<file path="config.mk">
export PLATFORM = sky130hd
export DESIGN_NAME = note_player_flat
export DESIGN_NICKNAME = d
export VERILOG_FILES = /design/src/rtl/note_player_if.sv /design/src/rtl/note_player.sv /design/src/flat_wrapper.sv
export SDC_FILE = /design/constraint.sdc
export NUM_CORES = 1
export LEC_CHECK = 0
export CORE_MARGIN = 10
export CORE_UTILIZATION = 35
export DETAILED_ROUTE_END_ITERATION = 10
export PLACE_DENSITY = 0.59
export SYNTH_ARGS = -nofsm -noshare
export SYNTH_HDL_FRONTEND = slang
export SYNTH_SLANG_ARGS = --single-unit
</file>
<file path="constraint.sdc">
create_clock -name clk -period 4.7 [get_ports clk]
set_input_delay 0.705 -clock clk [delete_from_list [all_inputs] [get_ports clk]]
set_output_delay 0.705 -clock clk [all_outputs]
set_load 0.01 [all_outputs]
</file>
<file path="src/rtl/note_player_if.sv">
// Note handshake between song_reader (master) and note_player (slave).
// song_reader strobes a note/duration pair; note_player answers with note_done.
interface note_player_if;
    logic       load_new_note;
    logic [5:0] note_to_load;
    logic [5:0] duration_to_load;
    logic       note_done;

    modport master (
        output load_new_note,
        output note_to_load,
        output duration_to_load,
        input  note_done
    );

    modport slave (
        input  load_new_note,
        input  note_to_load,
        input  duration_to_load,
        output note_done
    );
endinterface

</file>
<file path="src/rtl/note_player.sv">
// note_player: plays one note at a time for song_reader.
// A phase accumulator advances by the note's frequency step on every sample tick
// while a beat counter runs the duration down; note_done pulses when it expires.
// The step word comes from frequency_rom, addressed by the latched note number.
module note_player #(
    parameter int PHASE_W = 22,
    parameter int STEP_W  = 20
) (
    input  logic               clk,
    input  logic               reset,
    input  logic               play_enable,
    input  logic               beat,
    input  logic               generate_next_sample,
    note_player_if.slave       song,
    output logic [5:0]         rom_addr,
    input  logic [STEP_W-1:0]  rom_step,
    output logic [PHASE_W-1:0] phase,
    output logic               new_phase_ready,
    output logic               busy
);

    typedef enum logic [1:0] {
        IDLE = 2'd0,
        LOAD = 2'd1,
        PLAY = 2'd2,
        DONE = 2'd3
    } state_t;

    state_t             state;
    state_t             next_state;
    logic [PHASE_W-1:0] step;
    logic [5:0]         remaining;
    logic               note_done;
    logic               beat_take;
    logic               sample_take;

    assign song.note_done = note_done;

    // Ticks only count while actively playing; remaining>=1 keeps the counter from underflowing.
    assign beat_take   = (state == PLAY) && play_enable && beat && (remaining != 6'd0);
    assign sample_take = (state == PLAY) && play_enable && generate_next_sample;

    // State register.
    always_ff @(posedge clk or negedge reset) begin
        // NOTE: sequential state uses non-blocking assignments so every register
        // samples pre-edge values, regardless of statement order.
        if (!reset) begin
            state <= IDLE;
        end else begin
            state <= next_state;
        end
    end

    // Next-state decode: IDLE -> LOAD -> PLAY -> DONE -> IDLE.
    always_comb begin
        // NOTE: default assigned first so no path leaves next_state unassigned,
        // which would otherwise infer a latch.
        next_state = state;
        case (state)
            IDLE: if (song.load_new_note) next_state = LOAD;
            LOAD: next_state = (remaining == 6'd0) ? DONE : PLAY;
            PLAY: if (beat_take && (remaining == 6'd1)) next_state = DONE;
            DONE: next_state = IDLE;
            default: next_state = IDLE;
        endcase
    end

    // Datapath and registered outputs; flags are decoded from next_state so they
    // line up with the state they describe.
    always_ff @(posedge clk or negedge reset) begin
        if (!reset) begin
            rom_addr        <= 6'd0;
            remaining       <= 6'd0;
            step            <= '0;
            phase           <= '0;
            new_phase_ready <= 1'b0;
            busy            <= 1'b0;
            note_done       <= 1'b0;
        end else begin
            new_phase_ready <= sample_take;
            busy            <= (next_state == LOAD) || (next_state == PLAY);
            note_done       <= (next_state == DONE);

            if ((state == IDLE) && song.load_new_note) begin
                rom_addr  <= song.note_to_load;
                remaining <= song.duration_to_load;
                phase     <= '0;
            end

            // The ROM data for the just-latched address is valid during LOAD.
            // Note 0 is a rest: force a zero step so the phase never moves.
            if (state == LOAD) begin
                step <= (rom_addr == 6'd0) ? '0 : PHASE_W'(rom_step);
            end

            if (beat_take) begin
                remaining <= remaining - 6'd1;
            end

            if (sample_take) begin
                phase <= phase + step;
            end
        end
    end

endmodule

</file>
<file path="src/flat_wrapper.sv">
// flat-port wrapper written by rule: the top's interface ports become plain ports
module note_player_flat 
#(
    parameter int PHASE_W = 22,
    parameter int STEP_W  = 20
)
  (clk, reset, play_enable, beat, generate_next_sample, rom_addr, rom_step, phase, new_phase_ready, busy, song_load_new_note, song_note_to_load, song_duration_to_load, song_note_done);
  note_player_if song_i ();
  input  logic clk;
  input  logic reset;
  input  logic play_enable;
  input  logic beat;
  input  logic generate_next_sample;
  output logic [5:0] rom_addr;
  input  logic [STEP_W-1:0] rom_step;
  output logic [PHASE_W-1:0] phase;
  output logic new_phase_ready;
  output logic busy;
  input wire logic [$bits(song_i.load_new_note)-1:0] song_load_new_note;
  input wire logic [$bits(song_i.note_to_load)-1:0] song_note_to_load;
  input wire logic [$bits(song_i.duration_to_load)-1:0] song_duration_to_load;
  output wire logic [$bits(song_i.note_done)-1:0] song_note_done;
  assign song_i.load_new_note = song_load_new_note;
  assign song_i.note_to_load = song_note_to_load;
  assign song_i.duration_to_load = song_duration_to_load;
  assign song_note_done = song_i.note_done;
  note_player #(.PHASE_W(PHASE_W), .STEP_W(STEP_W)) u_core (.clk(clk), .reset(reset), .play_enable(play_enable), .beat(beat), .generate_next_sample(generate_next_sample), .song(song_i), .rom_addr(rom_addr), .rom_step(rom_step), .phase(phase), .new_phase_ready(new_phase_ready), .busy(busy));
endmodule
</file>
==> run metrics <==
status=complete, no violations; Synth cell types=50; CP startpoint=play_enable; CTS sink cnt=59; gr ovfl total=0; peak supply drop=255 uV; multi-input logic area=0.00191 mm2; fraction of layout cells with a size suffix above 1=7.07%; # port buffers=68; FF-to-FF End=u_core.busy$_DFF_PN0_; fin crit share=54.5%; worst-skew pair later-pin latency=0.34 ns; Max Slew Vio Count=0; GRT Util Overall=12.7%; FF-to-FF path depth=9; Hold Vio Cnt, Final=0; clock slew at reported path FFs=0.06 ns; Initial Utilization=36.3%; P&R area growth vs syn=26.8%; Avg WL per Cell=15.1 um; first-pass GRT wire length=15,300 um; Post-synth EDFFs=0; Filler Cell Count=986; htree depth=3; post-DP HPWL=6690 um; Hold WC Path Type=primary input to async pin; area leader, netlist=dfrtp_1; Crit Reg-Reg Startpoint=u_core.state[0]$_DFF_PN0_; Tmin final=2.56 ns; CP Data Required Time=4.91 ns; CP max FO=12; Synth Register Bits=59; reg2reg setup slack=2.23 ns; final core utilization=46.0%; Cell Count, Final, Fillers Out=600; residual DRC count=0; Sequential Area=0.00148 mm2; critical path arrival=2.77 ns; Mapped Nets=466; initial antenna violation count=0; Setup Buffers After CTS=0; number of global-route vias before repair=3,092; Synth async-reset ratio=100%; Die Ht=121 um; number of diodes=0; Max-Cap Viols=0; leak pwr=2.06 nW; total number of vias=3,025; Max transition margin=42.9%; Total Wirelength=9060 um; vias per cell=5.04; pwr/cell area=623 mW/mm2; Final #Nets=529; Die X-Extent=121 um; CP endpoint kind=flip-flop; DRT iter0 DRCs=182; most common cell after layout, fill and taps aside=clkdlybuf4s50_1; number of buffers created by CTS=9; type of origin of the critical path=primary input; Warnings, synthesis=0; placed insts=585; die area=0.0147 mm2; cts hold-fix bufs=0; Placer Congestion=0.801; fmax=390 MHz; RSZ-0062 raised after global routing=no; root buffer cell=clkbuf_8; Synth Instances=400; largest net degree at the start of global routing=60; CTS tree=yes; antenna viol nets, final=0; sequential area share after synthesis=41.2%; critical path class=primary input to flip-flop; Mean Syn Cell Area=8.95 um2; Top Ports=69; Final Hold Slack=0.516 ns; count of final setup violators=0; Clock Path Buffers=2; Clock Skew=0.0102 ns; CTS resizes=0; Most used DFF post-synth=dfrtp_1; Slew @ Worst Pin=0.854 ns; Yosys top cell area share=41.2%; row count=36; Core ar.=0.00986 mm2; TritonRoute pass-1 iters=5; Place WS=1.81 ns; Final WS setup=2.14 ns; critical path endpoint=u_core.busy$_DFF_PN0_; setup TNS=0 ns; synth top area cells=dfrtp_1, ha_1, nand2_1; most frequent cells in the layout=clkdlybuf4s50_1, nand2_1, dfrtp_1; synthesized cell area=0.00358 mm2
## metal layers
| metal | wire length [um] | global-route usage, % |
|---|---|---|
| met5 | 0 | 0 |
| met4 | 44 | 3.43 |
| met3 | 470 | 4.23 |
| met2 | 4500 | 21.6 |
| met1 | 4040 | 14.9 |
## where the power goes
part	internal, mW	switching [mW]	total (mW)	leakage (nW)
Combinational	0.680	0.848	1.53	1.21
Sequential	0.726	0.178	0.904	0.760
Clock	0.200	0.195	0.395	0.0860
## Yosys cell counts (2+ instances only)
library cell	n
dfrtp_1	59
nor3_1	7
nand2b_1	3
nor2_1	12
or2_1	2
xor2_1	10
and3_1	4
inv_1	32
o21bai_1	4
a21boi_0	2
a21o_1	11
ha_1	27
nor2b_1	2
a32oi_1	3
o22ai_1	20
a211oi_1	6
buf_2	3
o21ai_1	13
nand4_1	3
o21ai_0	15
xnor2_1	8
clkbuf_1	17
nand2_1	64
a21oi_1	27
a31oi_1	3
nand3_1	19
## layout make-up
class                   count  share of cell area [%]
clock inverters             3                   0.331
multi-input cells         289                    42.1
well taps                 133                    3.67
clock buffers              12                    3.20
repair buffers             72                    15.6
inverters                  32                    2.65
flip-flops and latches     59                    32.5
## critical path, cell delays in order
cell and delay [ns]:
clkdlybuf4s50_1 0.47, nand3_1 0.16, a21oi_1 0.64, nand3_1 0.16, a21oi_1 0.17, nor2_1 0.05, a21oi_1 0.16, ha_1 0.25
## worst min path at each step
stage | from | endpoint | slack [ns] | depth (start not counted)
final | reset | u_core.busy$_DFF_PN0_ | 0.52 | 2
after global routing | u_core.rom_addr[3]$_DFFE_PN0P_ | u_core.rom_addr[3]$_DFFE_PN0P_ | 0.53 | 2
after CTS | u_core.rom_addr[3]$_DFFE_PN0P_ | u_core.rom_addr[3]$_DFFE_PN0P_ | 0.52 | 2
after detailed placement | u_core.rom_addr[3]$_DFFE_PN0P_ | u_core.rom_addr[3]$_DFFE_PN0P_ | 0.49 | 2
after global placement | u_core.rom_addr[5]$_DFFE_PN0P_ | u_core.rom_addr[5]$_DFFE_PN0P_ | 0.49 | 2
after floorplan | reset | u_core.busy$_DFF_PN0_ | 0.41 | 0
## sequential cells by signal (all words and copies together) (netlist names)
| register | count |
|---|---|
| u_core.rom_addr | 6 |
| u_core.new_phase_ready | 1 |
| u_core.state | 2 |
| u_core.phase | 22 |
| u_core.remaining | 6 |
| u_core.song.note_done | 1 |
| u_core.busy | 1 |
| u_core.step | 20 |
## logic make-up (layout without fill, tap and decap cells)
kind of cell / Yosys count / count (layout) / share of synthesized area (%)
adder cells (fa/ha/maj): 28 / 28 / 10.0
flip-flops: 59 / 59 / 41.2
buffers and inverters: 52 / 119 / 5.56
AND/OR/NAND/NOR: 122 / 122 / 15.6
XOR/XNOR: 18 / 18 / 4.40
AO/OA/AOI/OAI: 121 / 121 / 23.2
## metrics by stage
| stage | total power [mW] | instance area (um2) |
|---|---|---|
| final | 2.83 | 4540 |
| after floorplan | 1.93 | 3580 |
| after global placement | 2.42 | 4380 |
| after global routing | 3.11 | 4540 |
| after detailed placement | 2.46 | 4380 |
| after CTS | 2.87 | 4540 |
No activity file was read; power rests on OpenSTA's default activity.
==> edit, RTL diff (config.mk and constraints unchanged) <==
`PHASE_W` is set to 22 in 2 places; all go to 24.
--- a/src/rtl/note_player.sv
+++ b/src/rtl/note_player.sv
@@ -4,5 +4,5 @@
 // The step word comes from frequency_rom, addressed by the latched note number.
 module note_player #(
-    parameter int PHASE_W = 22,
+    parameter int PHASE_W = 24,
     parameter int STEP_W  = 20
 ) (
--- a/src/flat_wrapper.sv
+++ b/src/flat_wrapper.sv
@@ -2,5 +2,5 @@
 module note_player_flat 
 #(
-    parameter int PHASE_W = 22,
+    parameter int PHASE_W = 24,
     parameter int STEP_W  = 20
 )
Interface: changed (resized phase); port bits go from 69 to 71. No check against the original RTL was run, so the function may have changed too.
==> edit against the original RTL <==
Wire length up 15%; setup slack worse by 0.094 ns; sequential cell count increased by 2; power shrank 0.80%; area after synthesis grew 6.5%; register-to-register slack worse by 0.12 ns; sequential share of layout area fell by 0.85 points; core utilization down 1.2 points; non-clock buffer count up 2; hold slack got worse by 0.0072 ns; cell area up 6.2%; via count up 12%; critical path depth decreased by 1; largest cell class unchanged; largest power group unchanged.
==> edit: results (changes against the original RTL) <==
bufAreaShareNonClock: 0.151  # was 0.156
synth_cells: 439  # was 400
synth.distinct_cells: 61  # was 50
ys_top_cells_by_area: "dfrtp_1 40%, ha_1 8.9%, nand2_1 7.0%"  # was dfrtp_1 41%, ha_1 9.4%, nand2_1 6.7%
ys_top_cells_by_count: "71 x nand2_1, 61 x dfrtp_1, 35 x inv_1, 27 x ha_1"  # was 64 x nand2_1, 59 x dfrtp_1, 32 x inv_1, 27 x a21oi_1, 27 x ha_1
place.gp.congestion: 0.864  # was 0.801
post_drt_wl_per_cell_um: 15.9  # was 15.1 µm
gr-usage-met3: 0.0396  # was 0.0423
synthesis.nets: 505  # was 466
critPathArrivalTime_ns: 2.93  # was 2.77 ns
drive_above_1_share: 0.0527  # was 0.0707
reg2reg_to: "u_core.phase[19]$_DFFE_PN0P_"  # was u_core.busy$_DFF_PN0_
route.met2.wl_um: 4660  # was 4500 µm
crit_fanout: 39  # was 12
signal_buffers: 74  # was 72
routed-wl-met3_um: 511  # was 470 µm
pwr-share-seq: 0.322  # was 0.320
drt_iter0_drc: 207  # was 182
viasPerCell: 5.22  # was 5.04
ff2ff_path_depth: 8  # was 9
min_path_type: "flip-flop to flip-flop"  # was primary input to async pin
status: "finished clean"  # unchanged
grt_max_degree: 62  # was 60
multi_input_area_share: 0.435  # was 0.421
clock_skew_ns: 0.0103  # was 0.0102 ns
n_fill_cell: 1082  # was 986
nets: 574  # was 529
synth_seq_area_share: 0.400  # was 0.412
clk-power_uw: 400  # was 395 µW
dpl_cell_area_um2: 4660  # was 4380 µm²
grt_pass1_wl_um: 17200  # was 15,300 µm
final_cell_count_no_fill: 652  # was 600
irDropWorstVdd_uv: 316  # was 255 µV
ff_latch_area_um2: 1530  # was 1480 µm²
clkbuf_count: 13  # was 12
inverters_excl_clock: 36  # was 32
grt_usage: 0.132  # was 0.127
regToRegSetupSlack_ns: 2.11  # was 2.23 ns
intPower_mw: 1.59  # was 1.61 mW
die_w_um: 124  # was 121 µm
syn_to_final_growth_pct: 26.3  # was 26.8%
hpwl_um: 7600  # was 6690 µm
[edit: cell types whose count changed in the layout (fill, tap and decap cells not counted), moves of 5 or more]
| cell | before | now |
|---|---|---|
| nor2_1 | 12 | 21 |
| nand2_1 | 64 | 71 |
| nor3_1 | 6 | 11 |
| o31ai_1 | 0 | 8 |
| xor2_1 | 10 | 2 |
| o21a_1 | 1 | 6 |
| a21o_1 | 11 | 5 |
| o21ai_0 | 15 | 10 |
| nand3_1 | 19 | 26 |
[edit: critical path, cell delays in order]
cell and delay, ns:
clkdlybuf4s50_1 0.41, nand3_1 0.08, buf_4 0.36, inv_2 0.24, nor2_1 0.77, a221oi_1 0.22, nand3_1 0.13
[edit: worst max-delay path by stage]
| stage | endpoint | slack [ns] | cells past startpoint |
|---|---|---|---|
| 2_1_floorplan | u_core.phase[16]$_DFFE_PN0P_ | 2.41 | 8 |
| 3_3_place_gp | u_core.phase[12]$_DFFE_PN0P_ | 1.74 | 7 |
| 3_5_place_dp | u_core.phase[19]$_DFFE_PN0P_ | 1.75 | 7 |
| 4_1_cts | u_core.phase[19]$_DFFE_PN0P_ | 2.12 | 7 |
| 5_1_grt | u_core.phase[12]$_DFFE_PN0P_ | 1.93 | 7 |
| 6_report | u_core.phase[19]$_DFFE_PN0P_ | 2.04 | 7 |
[edit: cells by family after synthesis]
| family | share of synthesized area |
|---|---|
| AOI/OAI and AO/OA | 0.240 |
| xor gates and xnor gates | 0.0138 |
| adders and majority gates | 0.0938 |
| buffers and inverters | 0.0512 |
| DFF | 0.400 |
| muxes | 0.00262 |
| and+or+nand+nor | 0.198 |
